$ cat config.mk
export PLATFORM = sky130hd
export DESIGN_NAME = conv_window_3x3_dual_flat
export DESIGN_NICKNAME = d
export VERILOG_FILES = /design/src/rtl/conv_window_3x3_dual_if.sv /design/src/rtl/conv_window_3x3_dual.sv /design/src/flat_wrapper.sv
export SDC_FILE = /design/constraint.sdc
export NUM_CORES = 1
export LEC_CHECK = 0
export CAP_MARGIN = 20
export CORE_MARGIN = 2
export CORE_UTILIZATION = 49
export CTS_BUF_LIST = sky130_fd_sc_hd__clkbuf_8 sky130_fd_sc_hd__clkbuf_16
export CTS_CLUSTER_DIAMETER = 120
export DETAILED_ROUTE_END_ITERATION = 16
export GPL_TIMING_DRIVEN = 0
export PLACE_DENSITY = 0.77
export SLEW_MARGIN = 0
export SYNTH_ARGS = -nofsm -noshare
export SYNTH_HDL_FRONTEND = slang
export SYNTH_SLANG_ARGS = --single-unit
export TNS_END_PERCENT = 5
$ cat constraint.sdc
create_clock -name clk -period 4.7 [get_ports clk]
set_input_delay 0.94 -clock clk [delete_from_list [all_inputs] [get_ports clk]]
set_output_delay 0.94 -clock clk [all_outputs]
set_load 0.005 [all_outputs]
$ cat src/rtl/conv_window_3x3_dual_if.sv
// ---------------------------------------------------------------------------
// conv_window_3x3_dual_if
//   Bundles the streaming pixel/tap inputs, the frame-size configuration and
//   the dual-lane 3x3 window outputs of conv_window_3x3_dual.
//
//   master : upstream/test side; drives configuration, pixels and row taps,
//            receives the windows and the frame markers.
//   slave  : the window builder itself.
//
//   img_w_ctrl/img_h_ctrl : frame width/height, sampled on cfg_load
//   cfg_load              : synchronous reconfigure + restart pulse
//   pix_valid             : accept strobe for the current column of all taps
//   pix_in_x/row1_x/row2_x: current row, one row above, two rows above
//   win_x                 : 3x3 window, element (r,c) at [DATA_W*(3r+c) +: DATA_W]
//   win_valid/win_last    : fresh interior window / last window of the frame
//   frame_done            : one-cycle pulse at frame completion
// ---------------------------------------------------------------------------
interface conv_window_3x3_dual_if #(
    parameter int DATA_W = 8
);
    logic [8:0]          img_w_ctrl;
    logic [8:0]          img_h_ctrl;
    logic                cfg_load;
    logic                pix_valid;
    logic [DATA_W-1:0]   pix_in_0;
    logic [DATA_W-1:0]   pix_in_1;
    logic [DATA_W-1:0]   row1_0;
    logic [DATA_W-1:0]   row1_1;
    logic [DATA_W-1:0]   row2_0;
    logic [DATA_W-1:0]   row2_1;
    logic [9*DATA_W-1:0] win_0;
    logic [9*DATA_W-1:0] win_1;
    logic                win_valid;
    logic                win_last;
    logic                frame_done;

    modport master (
        output img_w_ctrl, img_h_ctrl, cfg_load, pix_valid,
        output pix_in_0, pix_in_1, row1_0, row1_1, row2_0, row2_1,
        input  win_0, win_1, win_valid, win_last, frame_done
    );

    modport slave (
        input  img_w_ctrl, img_h_ctrl, cfg_load, pix_valid,
        input  pix_in_0, pix_in_1, row1_0, row1_1, row2_0, row2_1,
        output win_0, win_1, win_valid, win_last, frame_done
    );
endinterface

$ cat src/rtl/conv_window_3x3_dual.sv
// ---------------------------------------------------------------------------
// conv_window_3x3_dual
//   Builds a 3x3 sliding window per lane from the live pixel and the one-row /
//   two-row delayed taps of the row-buffer chain. Column/row counters track the
//   position inside a runtime-configurable frame; only fully interior windows
//   (col>=2, row>=2) are flagged, i.e. valid-mode convolution without padding.
//
//   Ports
//     clk  : system clock
//     rstn : asynchronous active-low reset
//     bus  : conv_window_3x3_dual_if.slave (configuration, pixel/tap stream,
//            window outputs and frame markers)
// ---------------------------------------------------------------------------
module conv_window_3x3_dual #(
    parameter int DATA_W = 8,
    parameter int DEF_W  = 320,
    parameter int DEF_H  = 320
) (
    input  logic                         clk,
    input  logic                         rstn,
    conv_window_3x3_dual_if.slave        bus
);

    localparam int LANES = 2;

    typedef enum logic {
        ST_FILL = 1'b0,   // rows 0 and 1: window does not yet span three rows
        ST_RUN  = 1'b1    // rows 2..H-1: interior windows possible
    } state_e;

    // Sizes below 3 cannot hold a single interior window; treat them as 3.
    function automatic logic [8:0] clamp3(input logic [8:0] v);
        return (v < 9'd3) ? 9'd3 : v;
    endfunction

    // -----------------------------------------------------------------------
    // State
    // -----------------------------------------------------------------------
    state_e            state_q;
    logic [8:0]        w_q, w_d;
    logic [8:0]        h_q, h_d;
    logic [8:0]        col_q, col_d;
    logic [8:0]        row_q, row_d;
    logic              win_valid_q, win_valid_d;
    logic              win_last_q, win_last_d;
    logic              frame_done_q, frame_done_d;

    // win_q[lane][r][c]: r=0 top (two rows above), c=0 oldest column
    logic [DATA_W-1:0] win_q [LANES][3][3];
    logic [DATA_W-1:0] win_d [LANES][3][3];
    logic [DATA_W-1:0] col_in [LANES][3];

    logic              accept;
    logic              col_last;
    logic              row_last;
    logic              interior;

    // cfg_load wins over pix_valid: the coinciding pixel is dropped.
    assign accept   = bus.pix_valid & ~bus.cfg_load;
    assign col_last = (col_q == w_q - 9'd1);
    assign row_last = (row_q == h_q - 9'd1);
    // ST_RUN holds exactly while row_q >= 2, so it stands in for the row test.
    assign interior = (state_q == ST_RUN) && (col_q >= 9'd2);

    // Incoming column per lane, top to bottom.
    always_comb begin
        col_in[0][0] = bus.row2_0;
        col_in[0][1] = bus.row1_0;
        col_in[0][2] = bus.pix_in_0;
        col_in[1][0] = bus.row2_1;
        col_in[1][1] = bus.row1_1;
        col_in[1][2] = bus.pix_in_1;
    end

    // -----------------------------------------------------------------------
    // Next-state logic for counters, configuration, window and flags
    // -----------------------------------------------------------------------
    always_comb begin
        // NOTE: every signal assigned here gets a default first, so no path
        // leaves one unassigned and no latch is inferred.
        w_d          = w_q;
        h_d          = h_q;
        col_d        = col_q;
        row_d        = row_q;
        win_d        = win_q;
        win_valid_d  = 1'b0;
        win_last_d   = 1'b0;
        frame_done_d = 1'b0;

        if (bus.cfg_load) begin
            // Restart: new geometry, counters to (0,0); window contents kept.
            w_d   = clamp3(bus.img_w_ctrl);
            h_d   = clamp3(bus.img_h_ctrl);
            col_d = '0;
            row_d = '0;
        end else if (accept) begin
            for (int l = 0; l < LANES; l++) begin
                for (int r = 0; r < 3; r++) begin
                    win_d[l][r][0] = win_q[l][r][1];
                    win_d[l][r][1] = win_q[l][r][2];
                    win_d[l][r][2] = col_in[l][r];
                end
            end

            if (col_last) begin
                col_d = '0;
                row_d = row_last ? 9'd0 : row_q + 9'd1;
            end else begin
                col_d = col_q + 9'd1;
            end

            // Flags are judged on the pre-increment position of this pixel.
            // With W,H >= 3 the frame's final pixel is always interior.
            win_valid_d  = interior;
            win_last_d   = interior & col_last & row_last;
            frame_done_d = col_last & row_last;
        end
    end

    // -----------------------------------------------------------------------
    // Registers
    // -----------------------------------------------------------------------
    always_ff @(posedge clk or negedge rstn) begin
        if (!rstn) begin
            w_q          <= 9'(DEF_W);
            h_q          <= 9'(DEF_H);
            col_q        <= '0;
            row_q        <= '0;
            win_valid_q  <= 1'b0;
            win_last_q   <= 1'b0;
            frame_done_q <= 1'b0;
            // NOTE: the window array is small and its reset value is visible
            // on win_* right after reset, so it is cleared like any register.
            for (int l = 0; l < LANES; l++) begin
                for (int r = 0; r < 3; r++) begin
                    for (int c = 0; c < 3; c++) begin
                        win_q[l][r][c] <= '0;
                    end
                end
            end
        end else begin
            // NOTE: non-blocking assignments so every register samples the
            // pre-edge values, independent of statement order.
            w_q          <= w_d;
            h_q          <= h_d;
            col_q        <= col_d;
            row_q        <= row_d;
            win_valid_q  <= win_valid_d;
            win_last_q   <= win_last_d;
            frame_done_q <= frame_done_d;
            win_q        <= win_d;
        end
    end

    // -----------------------------------------------------------------------
    // Row-phase FSM
    // -----------------------------------------------------------------------
    always_ff @(posedge clk or negedge rstn) begin
        if (!rstn) begin
            state_q <= ST_FILL;
        end else if (bus.cfg_load) begin
            state_q <= ST_FILL;
        end else if (accept) begin
            case (state_q)
                ST_FILL: if (col_last && (row_q == 9'd1)) state_q <= ST_RUN;
                ST_RUN:  if (col_last && row_last)        state_q <= ST_FILL;
                default:                                  state_q <= ST_FILL;
            endcase
        end
    end

    // -----------------------------------------------------------------------
    // Outputs: straight from the registers
    // -----------------------------------------------------------------------
    logic [9*DATA_W-1:0] win0_flat;
    logic [9*DATA_W-1:0] win1_flat;

    always_comb begin
        win0_flat = '0;
        win1_flat = '0;
        for (int r = 0; r < 3; r++) begin
            for (int c = 0; c < 3; c++) begin
                win0_flat[DATA_W*(3*r+c) +: DATA_W] = win_q[0][r][c];
                win1_flat[DATA_W*(3*r+c) +: DATA_W] = win_q[1][r][c];
            end
        end
    end

    assign bus.win_0      = win0_flat;
    assign bus.win_1      = win1_flat;
    assign bus.win_valid  = win_valid_q;
    assign bus.win_last   = win_last_q;
    assign bus.frame_done = frame_done_q;

endmodule

$ cat src/flat_wrapper.sv
// flat-port wrapper written by rule: the top's interface ports become plain ports
module conv_window_3x3_dual_flat 
#(
    parameter int DATA_W = 8,
    parameter int DEF_W  = 320,
    parameter int DEF_H  = 320
)
  (clk, rstn, bus_img_w_ctrl, bus_img_h_ctrl, bus_cfg_load, bus_pix_valid, bus_pix_in_0, bus_pix_in_1, bus_row1_0, bus_row1_1, bus_row2_0, bus_row2_1, bus_win_0, bus_win_1, bus_win_valid, bus_win_last, bus_frame_done);
  conv_window_3x3_dual_if #(.DATA_W(DATA_W)) bus_i ();
  input  logic clk;
  input  logic rstn;
  input wire logic [$bits(bus_i.img_w_ctrl)-1:0] bus_img_w_ctrl;
  input wire logic [$bits(bus_i.img_h_ctrl)-1:0] bus_img_h_ctrl;
  input wire logic [$bits(bus_i.cfg_load)-1:0] bus_cfg_load;
  input wire logic [$bits(bus_i.pix_valid)-1:0] bus_pix_valid;
  input wire logic [$bits(bus_i.pix_in_0)-1:0] bus_pix_in_0;
  input wire logic [$bits(bus_i.pix_in_1)-1:0] bus_pix_in_1;
  input wire logic [$bits(bus_i.row1_0)-1:0] bus_row1_0;
  input wire logic [$bits(bus_i.row1_1)-1:0] bus_row1_1;
  input wire logic [$bits(bus_i.row2_0)-1:0] bus_row2_0;
  input wire logic [$bits(bus_i.row2_1)-1:0] bus_row2_1;
  output wire logic [$bits(bus_i.win_0)-1:0] bus_win_0;
  output wire logic [$bits(bus_i.win_1)-1:0] bus_win_1;
  output wire logic [$bits(bus_i.win_valid)-1:0] bus_win_valid;
  output wire logic [$bits(bus_i.win_last)-1:0] bus_win_last;
  output wire logic [$bits(bus_i.frame_done)-1:0] bus_frame_done;
  assign bus_i.img_w_ctrl = bus_img_w_ctrl;
  assign bus_i.img_h_ctrl = bus_img_h_ctrl;
  assign bus_i.cfg_load = bus_cfg_load;
  assign bus_i.pix_valid = bus_pix_valid;
  assign bus_i.pix_in_0 = bus_pix_in_0;
  assign bus_i.pix_in_1 = bus_pix_in_1;
  assign bus_i.row1_0 = bus_row1_0;
  assign bus_i.row1_1 = bus_row1_1;
  assign bus_i.row2_0 = bus_row2_0;
  assign bus_i.row2_1 = bus_row2_1;
  assign bus_win_0 = bus_i.win_0;
  assign bus_win_1 = bus_i.win_1;
  assign bus_win_valid = bus_i.win_valid;
  assign bus_win_last = bus_i.win_last;
  assign bus_frame_done = bus_i.frame_done;
  conv_window_3x3_dual #(.DATA_W(DATA_W), .DEF_W(DEF_W), .DEF_H(DEF_H)) u_core (.clk(clk), .rstn(rstn), .bus(bus_i));
endmodule
## Yosys cells after proc, flatten, opt, wreduce, memory -nomap -nowiden

Index checks and enable logic that the tools add are counted.

- Output and inout port bits: 147
- Input bits: 70
- Register bits: 184
- Word-level logic and storage cells: 69

- Bitwise gates (word level): 6
- Reduce and logical (&&, ||, !) cells: 7
- Add/subtract/negate cells: 4
- Eq/ne operators: 3
- Magnitude comparators: 3
- Mux-type cells: 20

Operators by type and width:

| cell | number |
|---|---|
| $mux 9 | 9 |
| $add 9x1->9 const B | 2 |
| $eq 9x9->1 | 2 |
| $lt 9x2->1 const B | 2 |
| $sub 9x1->9 const B | 2 |
| $mux 1 | 10 |
| $eq 9x1->1 const B | 1 |
| $ge 9x2->1 const B | 1 |
| $and 1x1->1 | 4 |
| $reduce_and 2->1 | 2 |
| $reduce_bool 2->1 | 2 |
| $logic_and 1x1->1 | 3 |
| $not 1->1 | 2 |
| $pmux 1 s2 | 1 |

## Longest topological paths before layout

Gate-level depths: netlist (run 1).

- Depth in word-level cells: 7
- Mapped depth: 12
- Gate-level depth less buffers: 9

## Least setup slack after synthesis (run 1)

Ideal clock, no wire load.

- Path type: reg2reg
- Start point: reg u_core.w_q[0]
- End point: reg u_core.row_q[3]
- Path slack: 2.332 ns
- Stages on the path, launching flop included: 12
- Library setup time: 0.122 ns
- Buffers on the path: 3
- Data required time: 4.578 ns
- Arrival time: 2.247 ns
- Clock period less this slack: 2.368 ns
- Cells stage by stage: dfrtp_1 -> buf_2 -> inv_1 -> ha_1 -> clkbuf_2 -> xnor2_1 -> a2111oi_2 -> and4_1 -> nand3_1 -> buf_2 -> o21bai_1 -> a32o_1

- Cells in the longest elaborated chain, start to end: 4

RTL lines:

| item | RTL line | source |
|---|---|---|
| start: declaration | conv_window_3x3_dual.sv:40 | `logic [8:0] w_q, w_d;` |
| start signal: assignment | conv_window_3x3_dual.sv:125 | `w_q <= 9'(DEF_W);` |
| start signal: assignment | conv_window_3x3_dual.sv:144 | `w_q <= w_d;` |
| $sub 9x1->9 | conv_window_3x3_dual.sv:60 | `assign col_last = (col_q == w_q - 9'd1);` |
| $eq 9x9->1 | conv_window_3x3_dual.sv:60 |  |
| $reduce_bool 2->1 (no source line) | n/a |  |
| $reduce_and 2->1 (no source line) | n/a |  |
| end signal: assignment | conv_window_3x3_dual.sv:147 | `row_q <= row_d;` |
| end: declaration | conv_window_3x3_dual.sv:43 | `logic [8:0] row_q, row_d;` |

No other way between the ends.
A chain may end at the register's enable or synchronous reset.

## Worst setup path in the final report (run 1)

- Start point: in bus_cfg_load
- End point: reg u_core.win_q (netlist bit u_core.bus.win_0[16])

- Cells in the longest elaborated chain, start to end: 3

RTL lines:

| item | RTL line | source |
|---|---|---|
| start: declaration | flat_wrapper.sv:14 | `input wire logic [$bits(bus_i.cfg_load)-1:0] bus_cfg_load;` |
| $not 1->1 (no source line) (*) | n/a |  |
| $and 1x1->1 | conv_window_3x3_dual.sv:59 | `assign accept = bus.pix_valid & ~bus.cfg_load;` |
| $reduce_and 2->1 (no source line) (*) | n/a |  |
| end signal: assignment | conv_window_3x3_dual.sv:151 | `win_q <= win_d;` |
| end: declaration | conv_window_3x3_dual.sv:49 | `logic [DATA_W-1:0] win_q [LANES][3][3];` |

Mark *: on every way between the ends. The rest lies on a longest branch, timed or not.

==> reports/results.env, run 1 <==
GRT.MET3_USAGE=0.0806
ANTENNA_LEFT=0
DR.FIRST_ITER.DRC_COUNT=359
FINALNETCOUNT=1188
CRITPATHSLOWESTCELL='clkdlybuf4s50_1'
SYNTHADDERAREAFRAC=0.0107
CRIT_PATH_MAX_FANOUT=10
REQUIRED_NS=5.06
MIN_PATH_TYPE='reg -> reg'
DRT-PASS1-ITER-COUNT=4
DISTINCT_CELLS_SYNTH=53
WORSTPATHARRIVAL_NS=3.53
POWER_SWITCHING_SHARE=0.261
POSTSYNTHCELLCOUNT=877
GR-TOTAL-OVERFLOW=0
SETUP_VIOL=0
FINALMAXSLEWVIOLATIONS=0
CP-START-KIND='primary input'
FINALWIRELENGTH_UM=20700
SEQUENTIALPOWERSHARE=0.463
DRC=0
PLACEMENT_ROWS=46
CLOCK_TREE_FROM_TRITONCTS='yes'
GLOBAL_ROUTE.USAGE.MET2=0.415
COMBPWRFRAC=0.200
DIE_HEIGHT_UM=131
MAX_CAP_VIOL_COUNT=0
POST_CTS_HOLD_BUFFERS=0
FINAL_CELL_MIX='457 x nand2_1, 214 x clkdlybuf4s50_1, 180 x dfrtp_1, 35 x clkbuf_1, 18 x xnor2_1'
YOSYS_WARNINGS=0
SYNTHESIS.NETS=953
DESIGN.DIE.AREA_SQ_UM=17200
FINALHOLDVIOLCOUNT=0
SYN-CELL-AREA_SQ_UM=7930
CLKPWRFRAC=0.338
GLOBALROUTETOTALUTIL=0.250
POSTCTSSETUPREPAIRBUFS=0
CRIT_TYPE='in -> reg'
MOST_COMMON_LIBRARY_CELL_IN_THE_LAYOUT_IGNORING_FILL_AND_TAPS='nand2_1'
POST-ROUTE-MIN-PERIOD_NS=3.17
SETUP_CLOCK_SKEW_AFTER_LAYOUT_NS=0.00589
P_LEAK_nW=5.30
WORST_SETUP_HOLD_PATH_CLK_SLEW_NS=0.07
MULTI_INPUT_AREA_SQ_UM=3110
GRT_PASS1_VIAS=6828
COMBINATIONAL_FAMILY_WITH_THE_MOST_AREA_AFTER_SYNTHESIS='simple AND/OR/NAND/NOR gates'
RUN_STATUS='complete, no violations'
GRT_PASS1_WL_UM=34700
P_INT_mW=3.14
GRT_USE_MET1=0.315
P_PER_AREA_nW_PER_UM2=387
NET-SWITCHING-POWER_mW=1.11
DP_HPWL_UM=14600
DIE_W_UM=131
SYNTH.FF_LATCH_COUNT=184
P_TOTAL_mW=4.25
LAYOUT-DRIVE-GT1-SHARE=0.0570
CRITICAL_PATH.CELL_CHAIN='clkdlybuf4s50_1 > clkbuf_1 > inv_1 > nand2_1 > clkbuf_1 > clkbuf_1 > nand2_1 > nand2_1'
CTS_BUFFER_DEPTH=2
CLKSINKCOUNT=184
PRIMARY_FLIP_FLOP_CELL_CHOSEN_BY_SYNTHESIS_MAPPING='dfrtp_1'
FINAL_CELLS=1339
IOPINCOUNT=217
SYNTH_ENABLE_FLOP_CELLS=0
START_UTIL=0.501
CORE_BOX_AREA_SQ_UM=15800
PIN_COUNT_OF_THE_BIGGEST_NET_ENTERING_GLOBAL_ROUTING=111
MUXSHAREOFSYNTHAREA=0.0197
AVERAGE_VIAS_PER_PLACED_INSTANCE=5.00
ACHIEVABLE_CLOCK_FREQUENCY_GHz=0.316
CTSRESIZECOUNT=0
GRT-BUSIEST-LAYER='met2'
ANTENNA_FOUND_INITIAL=0
TIMING_WORST_SLEW_PIN_VALUE_NS=0.850
ROUTE.VIAS.TOTAL=6694
VDD.IR_DROP.WORST_mV=0.251
GPL.FINAL_WEIGHTED_CONGESTION=0.807
NUMPLACEDINSTANCES=1309
IO_BUFFERS=215
YS_ASYNC_SR_FRACTION=1.00
DIODES=0
SYN_AVG_CELL_AREA_SQ_UM=9.05
SYNTH-XOR-AREA-SHARE=0.0298
SEQ_AREA_FRAC_SYNTH=0.581
SYNTHSIMPLEGATEAREAFRAC=0.285
GRT_SETUP_UNREPAIRED='no'
CTS_HTREE_LEVELS=4
TIMING.CRITICAL_PATH.TO_TYPE='flop'
TIMING.MAX_SLEW.REL_SLACK=0.434
CLOCK_LATENCY_OF_THE_LATER_CLOCKED_REGISTER_IN_THE_WORST_SKEW_PAIR_NS=0.42
NUMCTSBUFFERS=17
CRITICAL_PATH.MAX_STAGE_DELAY_NS=0.51
ROUTEDWLPERCELL_UM=15.4
LAYOUT.AREA.SEQ_SQ_UM=4610
CTS_ROOT_BUF='clkbuf_16'
SYNTHTOLAYOUTAREAGROWTH_PCT=38.4
FILLER_CELL_COUNT=1240
SYNTH_COMPOUND_GATE_AREA_SHARE=0.0462
PERIOD_SHARE=0.674
## worst paths after layout
path / from / depth (start not counted) / slack [ns] / endpoint
hold / removal: u_core.bus.win_0[5] / 2 / 0.47 / u_core.bus.win_0[5]
hold reg to reg: u_core.bus.win_0[5] / 2 / 0.47 / u_core.bus.win_0[5]
setup / recovery: bus_cfg_load / 8 / 1.53 / u_core.bus.win_0[16]
max in group asynchronous: rstn / 2 / 3.28 / u_core.w_q[8]
min in group asynchronous: rstn / 1 / 0.55 / u_core.h_q[5]
setup reg to reg: u_core.w_q[0] / 11 / 2.07 / u_core.row_q[3]
## synthesized netlist by cell type, drive strengths merged, types with 2 or more instances
cell	instances	share of area
buf	9	0.0058
a21oi	13	0.0082
and3	9	0.0071
ha	6	0.0095
a31oi	2	0.0016
nand2	457	0.22
dfrtp	180	0.57
a32o	5	0.0063
and2b	2	0.0019
o21ai	9	0.0057
o21a	2	0.0019
dfstp	4	0.013
o21bai	5	0.0047
nor2	13	0.0065
nor4	10	0.012
xnor2	18	0.020
xor2	9	0.0099
nor3b	11	0.010
a22oi	3	0.0028
o2bb2ai	2	0.0022
nor3	13	0.0095
mux2	13	0.018
nand2b	2	0.0016
nand3	7	0.0044
or3	4	0.0032
o41ai	2	0.0022
clkbuf	36	0.017
nor2b	6	0.0047
inv	9	0.0043
## metal layers
layer / wire (um) / share of wire / vias to the layer above
met3: 1670 / 0.081 / 25
met2: 9920 / 0.48 / 193
met4: 347 / 0.017 / 0
met1: 8720 / 0.42 / 3214
li1: - / - / 3262
met5: 0 / 0 / -
## sequential cells by signal, summed over array words and instances (netlist names)
register / cells
u_core.bus.win_1: 72
u_core.row_q: 9
u_core.bus.win_valid: 1
u_core.bus.frame_done: 1
u_core.bus.win_0: 72
u_core.col_q: 9
u_core.state_q: 1
u_core.h_q: 9
u_core.w_q: 9
u_core.bus.win_last: 1
## critical path: cells and delay by family
| kind | cells | cell delay (ns) |
|---|---|---|
| and+or+nand+nor | 3 | 0.57 |
| buffers and inverters | 5 | 2.01 |
## power by group through the flow
| stage | clock network [mW] | logic, mW | registers, mW |
|---|---|---|---|
| floorplan | 0 | 0.265 | 1.98 |
| global placement | 0 | 0.836 | 1.99 |
| detailed placement | 0 | 0.857 | 1.99 |
| CTS | 1.45 | 0.862 | 1.97 |
| global route | 1.52 | 0.935 | 1.99 |
| finish | 1.43 | 0.848 | 1.97 |
## cells by family (layout without fill, tap and decap cells)
logic type,count (synthesis),in the layout
flops,184,184
mux,14,14
simple gates,540,540
xor+xnor,27,27
fa+ha+maj,7,7
buf+inv,54,300
compound gates,51,51
## layout make-up
class / instances / area share
sequential: 184 / 0.420
buffer: 45 / 0.0166
clock buffer: 22 / 0.0450
tap: 216 / 0.0246
timing repair buffer: 216 / 0.199
clock inverter: 8 / 0.00889
inverter: 9 / 0.00308
multi-input combinational: 639 / 0.283
## stage by stage
stage / cell area (sq um) / hold slack, ns / setup slack, ns / util / setup TNS, ns
2_1_floorplan: 7930 / 0.470 / 2.33 / - / 0
3_3_place_gp: 10400 / 0.458 / -5.03 / 0.654 / -913.15
3_5_place_dp: 10400 / 0.461 / 1.05 / 0.656 / 0
4_1_cts: 11000 / 0.478 / 1.49 / 0.694 / 0
5_1_grt: 11000 / 0.494 / 1.27 / 0.694 / 0
6_report: 11000 / 0.471 / 1.53 / 0.694 / 0
(Power assumes the default switching activity.)
==> inputs of run 2 (changes only) <==
--- a/config.mk
+++ b/config.mk
@@ -7,12 +7,12 @@
 export LEC_CHECK = 0
 export CAP_MARGIN = 20
 export CORE_MARGIN = 2
-export CORE_UTILIZATION = 49
+export CORE_UTILIZATION = 48
 export CTS_BUF_LIST = sky130_fd_sc_hd__clkbuf_8 sky130_fd_sc_hd__clkbuf_16
 export CTS_CLUSTER_DIAMETER = 120
 export DETAILED_ROUTE_END_ITERATION = 16
 export GPL_TIMING_DRIVEN = 0
-export PLACE_DENSITY = 0.77
+export PLACE_DENSITY = 0.76
 export SLEW_MARGIN = 0
 export SYNTH_ARGS = -nofsm -noshare
 export SYNTH_HDL_FRONTEND = slang
==> constraint.sdc (replaced) <==
create_clock -name clk -period 3 [get_ports clk]
set_input_delay 0.6 -clock clk [delete_from_list [all_inputs] [get_ports clk]]
set_output_delay 0.6 -clock clk [all_outputs]
set_load 0.005 [all_outputs]
==> reports/results.env, run 2 (synthesis gave the netlist of run 1 again) <==
IOPINCOUNT=217
DPL-INSTANCE-AREA_SQ_UM=10400
DRT-PASS1-ITER-COUNT=5
CLOCK_TREE_FROM_TRITONCTS='yes'
NUMPLACEDINSTANCES=1309
CLOCK_LATENCY_OF_THE_LATER_CLOCKED_REGISTER_IN_THE_WORST_SKEW_PAIR_NS=0.44
DIE_HEIGHT_UM=133
DESIGN.DIE.AREA_SQ_UM=17600
CRIT_PATH_MAX_FANOUT=10
TIMING.SETUP.TNS_NS=0
POST-ROUTE-MIN-PERIOD_NS=2.66
GPL.FINAL_WEIGHTED_CONGESTION=0.798
DR.FIRST_ITER.DRC_COUNT=365
FINALMAXSLEWVIOLATIONS=0
DIODES=0
AVERAGE_VIAS_PER_PLACED_INSTANCE=4.99
LAYOUT.AREA.SEQ_SQ_UM=4610
ACHIEVABLE_CLOCK_FREQUENCY_GHz=0.375
ANTENNA_FOUND_INITIAL=0
DIE_W_UM=133
DPL_WORST_SLACK_NS=-0.371
MULTI_INPUT_AREA_SQ_UM=3110
CRIT_TOP_CELL='nand2_1'
START_UTIL=0.496
TIMING.CRITICAL_PATH.TO_TYPE='flop'
CP_NUM_BUF_INV=5
P_PER_AREA_nW_PER_UM2=612
GRT_PASS1_VIAS=6614
VDD.IR_DROP.WORST_mV=0.409
FILLER_CELL_COUNT=1308
DP_HPWL_UM=14600
R2R-START='u_core.w_q[0]'
WORST_SETUP_HOLD_PATH_CLK_SLEW_NS=0.07
REG2REG_SLACK_NS=0.36
CP-START-KIND='primary input'
CTS_BUFFER_DEPTH=2
WORSTPATHARRIVAL_NS=3.04
PIN_COUNT_OF_THE_BIGGEST_NET_ENTERING_GLOBAL_ROUTING=110
PERIOD_SHARE=0.888
REG2REGPATHDEPTH=11
LAYOUT-DRIVE-GT1-SHARE=0.0604
PATH_DELAY_FAMILY='buffers and inverters'
CRITICAL_PATH.CELL_CHAIN='clkdlybuf4s50_1 > clkbuf_1 > inv_1 > nand2_1 > clkbuf_2 > buf_1 > nand2_1 > nand2_1'
GRT_PASS1_WL_UM=34600
CRITICAL_PATH.MAX_STAGE_DELAY_NS=0.52
ANTENNA_LEFT=0
MOST_COMMON_LIBRARY_CELL_IN_THE_LAYOUT_IGNORING_FILL_AND_TAPS='nand2_1'
CRIT_TYPE='in -> reg'
RUN_STATUS='complete, no violations'
DRC=0
ROUTEDWLPERCELL_UM=15.6
ROUTE.VIAS.TOTAL=6689
GRT_SETUP_UNREPAIRED='no'
P_LEAK_nW=5.31
FINALWIRELENGTH_UM=20900
SETUP_CLOCK_SKEW_AFTER_LAYOUT_NS=0.00880
CTS_HTREE_LEVELS=4
FINALNETCOUNT=1188
NUMCTSBUFFERS=17
CRITPATHSLOWESTCELL='clkdlybuf4s50_1'
FINAL_CELLS=1341
CTS_ROOT_BUF='clkbuf_16'
GR-TOTAL-OVERFLOW=0
PLACEMENT_ROWS=46
GLOBALROUTETOTALUTIL=0.247
CLKSINKCOUNT=184
SYNTHTOLAYOUTAREAGROWTH_PCT=38.5
TIMING.FINAL.WS_SETUP_NS=0.336
LAYOUT.CELL_AREA.NON_FILLER_SQ_UM=11000
TIMING_WORST_SLEW_PIN_VALUE_NS=0.998
MIN_PATH_TYPE='in -> async'
FINAL_CELL_MIX='457 x nand2_1, 214 x clkdlybuf4s50_1, 180 x dfrtp_1, 34 x clkbuf_1, 18 x xnor2_1'
TIMING.MAX_SLEW.REL_SLACK=0.332
CORE_BOX_AREA_SQ_UM=16000
FINALHOLDVIOLCOUNT=0
SETUP_VIOL=0
REQUIRED_NS=3.37
REG2REG_TO='u_core.row_q[3]'
IO_BUFFERS=215
MAX_CAP_VIOL_COUNT=0
## run 2: area by class of cell
| class | instances | area share |
|---|---|---|
| clock inverters | 15 | 0.0161 |
| well taps | 216 | 0.0246 |
| repair buffers | 216 | 0.199 |
| multi-input cells | 639 | 0.283 |
| clock buffers | 17 | 0.0387 |
| inverters | 9 | 0.00307 |
| flip-flops and latches | 184 | 0.419 |
| plain buffers | 45 | 0.0167 |
## run 2: metal layers
layer	global-route usage	vias to the layer above	routed length, um
met5	0	-	0
met4	0.0675	0	325
met2	0.391	198	9910
met1	0.318	3199	8840
met3	0.0943	27	1810
li1	-	3265	-
## run 2: power by group
part / total [mW] / switching (mW) / internal [mW]
logic: 1.33 / 0.555 / 0.779
registers: 3.08 / 0.266 / 2.81
clock network: 2.31 / 0.996 / 1.32
total: 6.73 / 1.82 / 4.91
## run 2: metrics by stage
stage	hold WS (ns)	power, mW	utilization
global route	0.253	7.06	0.687
CTS	0.268	6.78	0.687
global placement	0.458	4.42	0.647
finish	0.188	6.73	0.687
detailed placement	0.461	4.46	0.649
floorplan	0.304	3.51	-
## run 2: timing repair
action / CTS / global route
endpoints found under the setup margin: 0 / 50
hold buffers: 0 / 0
gates resized for setup: 0 / 2
setup buffers: 0 / 0
## run 2: worst max path at each step
stage | start | end | slack (ns) | cells past startpoint
floorplan | u_core.w_q[0] | u_core.row_q[3] | 0.63 | 11
global placement | rstn | u_core.bus.win_1[41] | -6.41 | 1
detailed placement | bus_cfg_load | u_core.bus.win_0[24] | -0.37 | 8
CTS | bus_cfg_load | u_core.bus.win_0[21] | 0.07 | 8
global route | bus_cfg_load | u_core.bus.win_0[25] | 0.008 | 8
finish | bus_cfg_load | u_core.bus.win_0[9] | 0.34 | 8
==> inputs of run 3 (changes only) <==
--- a/config.mk
+++ b/config.mk
@@ -6,12 +6,15 @@
 export NUM_CORES = 1
 export LEC_CHECK = 0
 export CAP_MARGIN = 20
+export CELL_PAD_IN_SITES_DETAIL_PLACEMENT = 1
+export CELL_PAD_IN_SITES_GLOBAL_PLACEMENT = 1
 export CORE_MARGIN = 2
-export CORE_UTILIZATION = 48
+export CORE_UTILIZATION = 36
 export CTS_BUF_LIST = sky130_fd_sc_hd__clkbuf_8 sky130_fd_sc_hd__clkbuf_16
 export CTS_CLUSTER_DIAMETER = 120
 export DETAILED_ROUTE_END_ITERATION = 16
 export GPL_TIMING_DRIVEN = 0
+export MAX_ROUTING_LAYER = met4
 export PLACE_DENSITY = 0.76
 export SLEW_MARGIN = 0
 export SYNTH_ARGS = -nofsm -noshare
==> reports/results.env, run 3 (synthesis gave the netlist of run 1 again) <==
P_PER_AREA_nW_PER_UM2=603
DRC=0
CORE_BOX_AREA_SQ_UM=21800
R2R-START='u_core.w_q[0]'
TIMING_WORST_SLEW_PIN_VALUE_NS=0.927
DPL-INSTANCE-AREA_SQ_UM=10500
GR-TOTAL-OVERFLOW=0
ANTENNA_FOUND_INITIAL=0
SETUP_CLOCK_SKEW_AFTER_LAYOUT_NS=0.0129
NUMPLACEDINSTANCES=1373
PERIOD_SHARE=0.916
CRIT_TOP_CELL='nand2_1'
CTS_ROOT_BUF='clkbuf_16'
DESIGN.DIE.AREA_SQ_UM=23200
POST-ROUTE-MIN-PERIOD_NS=2.75
LAYOUT-DRIVE-GT1-SHARE=0.0622
WORST_SETUP_HOLD_PATH_CLK_SLEW_NS=0.07
CRITICAL_PATH.MAX_STAGE_DELAY_NS=0.53
VDD.IR_DROP.WORST_mV=0.352
CLKSINKCOUNT=184
RUN_STATUS='complete, no violations'
CRIT_START='bus_cfg_load'
PIN_COUNT_OF_THE_BIGGEST_NET_ENTERING_GLOBAL_ROUTING=111
REG2REG_SLACK_NS=0.32
IOPINCOUNT=217
CTS_BUFFER_DEPTH=2
IO_BUFFERS=215
ROUTEDWLPERCELL_UM=16.7
FINALMAXSLEWVIOLATIONS=0
REG2REGPATHDEPTH=11
GRT_SETUP_UNREPAIRED='no'
START_UTIL=0.365
ROUTE.VIAS.TOTAL=6836
FINALWIRELENGTH_UM=23500
TIMING.SETUP.TNS_NS=0
DIE_HEIGHT_UM=152
DIODES=0
ACHIEVABLE_CLOCK_FREQUENCY_GHz=0.364
CTS_HTREE_LEVELS=4
FILLER_CELL_COUNT=2523
DIE_W_UM=152
CRITPATHSLOWESTCELL='clkdlybuf4s50_1'
CRITICAL_PATH.CELL_CHAIN='clkdlybuf4s50_1 > clkbuf_1 > inv_1 > nand2_1 > clkbuf_2 > clkbuf_1 > nand2_1 > nand2_1'
WORST_HOLD_SLACK_NS=0.117
MOST_COMMON_LIBRARY_CELL_IN_THE_LAYOUT_IGNORING_FILL_AND_TAPS='nand2_1'
LAYOUT.CELL_AREA.NON_FILLER_SQ_UM=11000
SYNTHTOLAYOUTAREAGROWTH_PCT=39.2
FINALNETCOUNT=1188
CLOCK_TREE_FROM_TRITONCTS='yes'
MAX_CAP_VIOL_COUNT=0
ANTENNA_LEFT=0
MIN_PATH_TYPE='in -> async'
PATH_DELAY_FAMILY='buffers and inverters'
REG2REG_TO='u_core.row_q[4]'
TIMING.MAX_SLEW.REL_SLACK=0.380
GPL.FINAL_WEIGHTED_CONGESTION=0.776
NUMCTSBUFFERS=17
LAYOUT.AREA.SEQ_SQ_UM=4610
DRT-PASS1-ITER-COUNT=4
CRITICAL_PATH_DEPTH=8
SETUP_VIOL=0
DP_HPWL_UM=16800
PLACEMENT_ROWS=54
GRT_PASS1_VIAS=7445
DR.FIRST_ITER.DRC_COUNT=298
MULTI_INPUT_AREA_SQ_UM=3110
REQUIRED_NS=3.37
GRT_PASS1_WL_UM=39100
CP_NUM_BUF_INV=5
FINALHOLDVIOLCOUNT=0
AVERAGE_VIAS_PER_PLACED_INSTANCE=4.87
CRIT_PATH_MAX_FANOUT=10
FINAL_CELL_MIX='457 x nand2_1, 214 x clkdlybuf4s50_1, 180 x dfrtp_1, 33 x clkbuf_1, 18 x xnor2_1'
GLOBALROUTETOTALUTIL=0.214
SETUP.WORST_PATH.END='u_core.bus.win_0[26]'
CRIT_TYPE='in -> reg'
WORSTPATHARRIVAL_NS=3.12
P_TOTAL_mW=6.66
TIMING.CRITICAL_PATH.TO_TYPE='flop'
CP-START-KIND='primary input'
P_LEAK_nW=5.30
CLOCK_LATENCY_OF_THE_LATER_CLOCKED_REGISTER_IN_THE_WORST_SKEW_PAIR_NS=0.44
FINAL_CELLS=1405
-- run 3: cell count changes in the layout (fill, tap and decap cells not counted) --
cell and delta:
clkbuf_8 +1, clkbuf_1 -1, clkbuf_2 +2, buf_1 -1, inv_8 +3, clkinv_8 +1, bufinv_16 -3, clkinv_4 +2
clkinv_2 -4
-- run 3: area by class of cell --
class	instances	area share
Clock inverter	14	0.0121
Multi-Input combinational cell	639	0.281
Buffer	45	0.0169
Sequential cell	184	0.417
Timing Repair Buffer	216	0.198
Clock buffer	18	0.0398
Inverter	9	0.00306
Tap cell	280	0.0317
-- run 3: worst min path at each step --
stage	slack, ns	start	endpoint	depth (start not counted)
global route	0.16	rstn	u_core.h_q[7]	1
CTS	0.16	rstn	u_core.h_q[4]	1
detailed placement	0.46	u_core.bus.win_0[48]	u_core.bus.win_0[48]	2
global placement	0.46	u_core.bus.win_1[31]	u_core.bus.win_1[31]	2
floorplan	0.30	rstn	u_core.bus.frame_done	0
finish	0.12	rstn	u_core.h_q[7]	1
-- run 3: repair_timing --
item                       CTS  global route
hold buffers                 0             0
buffers inserted             0             0
gates resized for setup      0             5
hold endpoints to repair     0             0
setup endpoints to repair    0            50
-- run 3: worst reg2reg max path: stages (launching register included) --
cell and delay (ns):
dfrtp_1 0.32, buf_2 0.19, inv_1 0.08, ha_1 0.19, clkbuf_2 0.17, xnor2_1 0.16
a2111oi_2 0.37, and4_1 0.26, nand3_1 0.16, buf_2 0.23, o21bai_1 0.18, a32o_1 0.26
-- run 3: metrics by stage --
stage                util  setup slack, ns
detailed placement  0.481           -0.437
floorplan               -            0.632
global route        0.508           0.0155
CTS                 0.507          0.00479
finish              0.508            0.253
global placement    0.480            -6.85
-- run 3: layer usage --
metal  vias up  part of all wire  track usage  wire [um]
met1      3405              0.43        0.253      10100
met3        22             0.074       0.0765       1740
li1       3257                 -            -          -
met4         0             0.014       0.0529        334
met5         -                 0            -          0
met2       152              0.48        0.352      11300
-- run 3: report_power, final --
group          switching (mW)  total [mW]  internal, mW
logic                   0.571        1.35         0.780
clock network            1.11        2.23          1.12
registers               0.263        3.07          2.81
total                    1.94        6.66          4.71
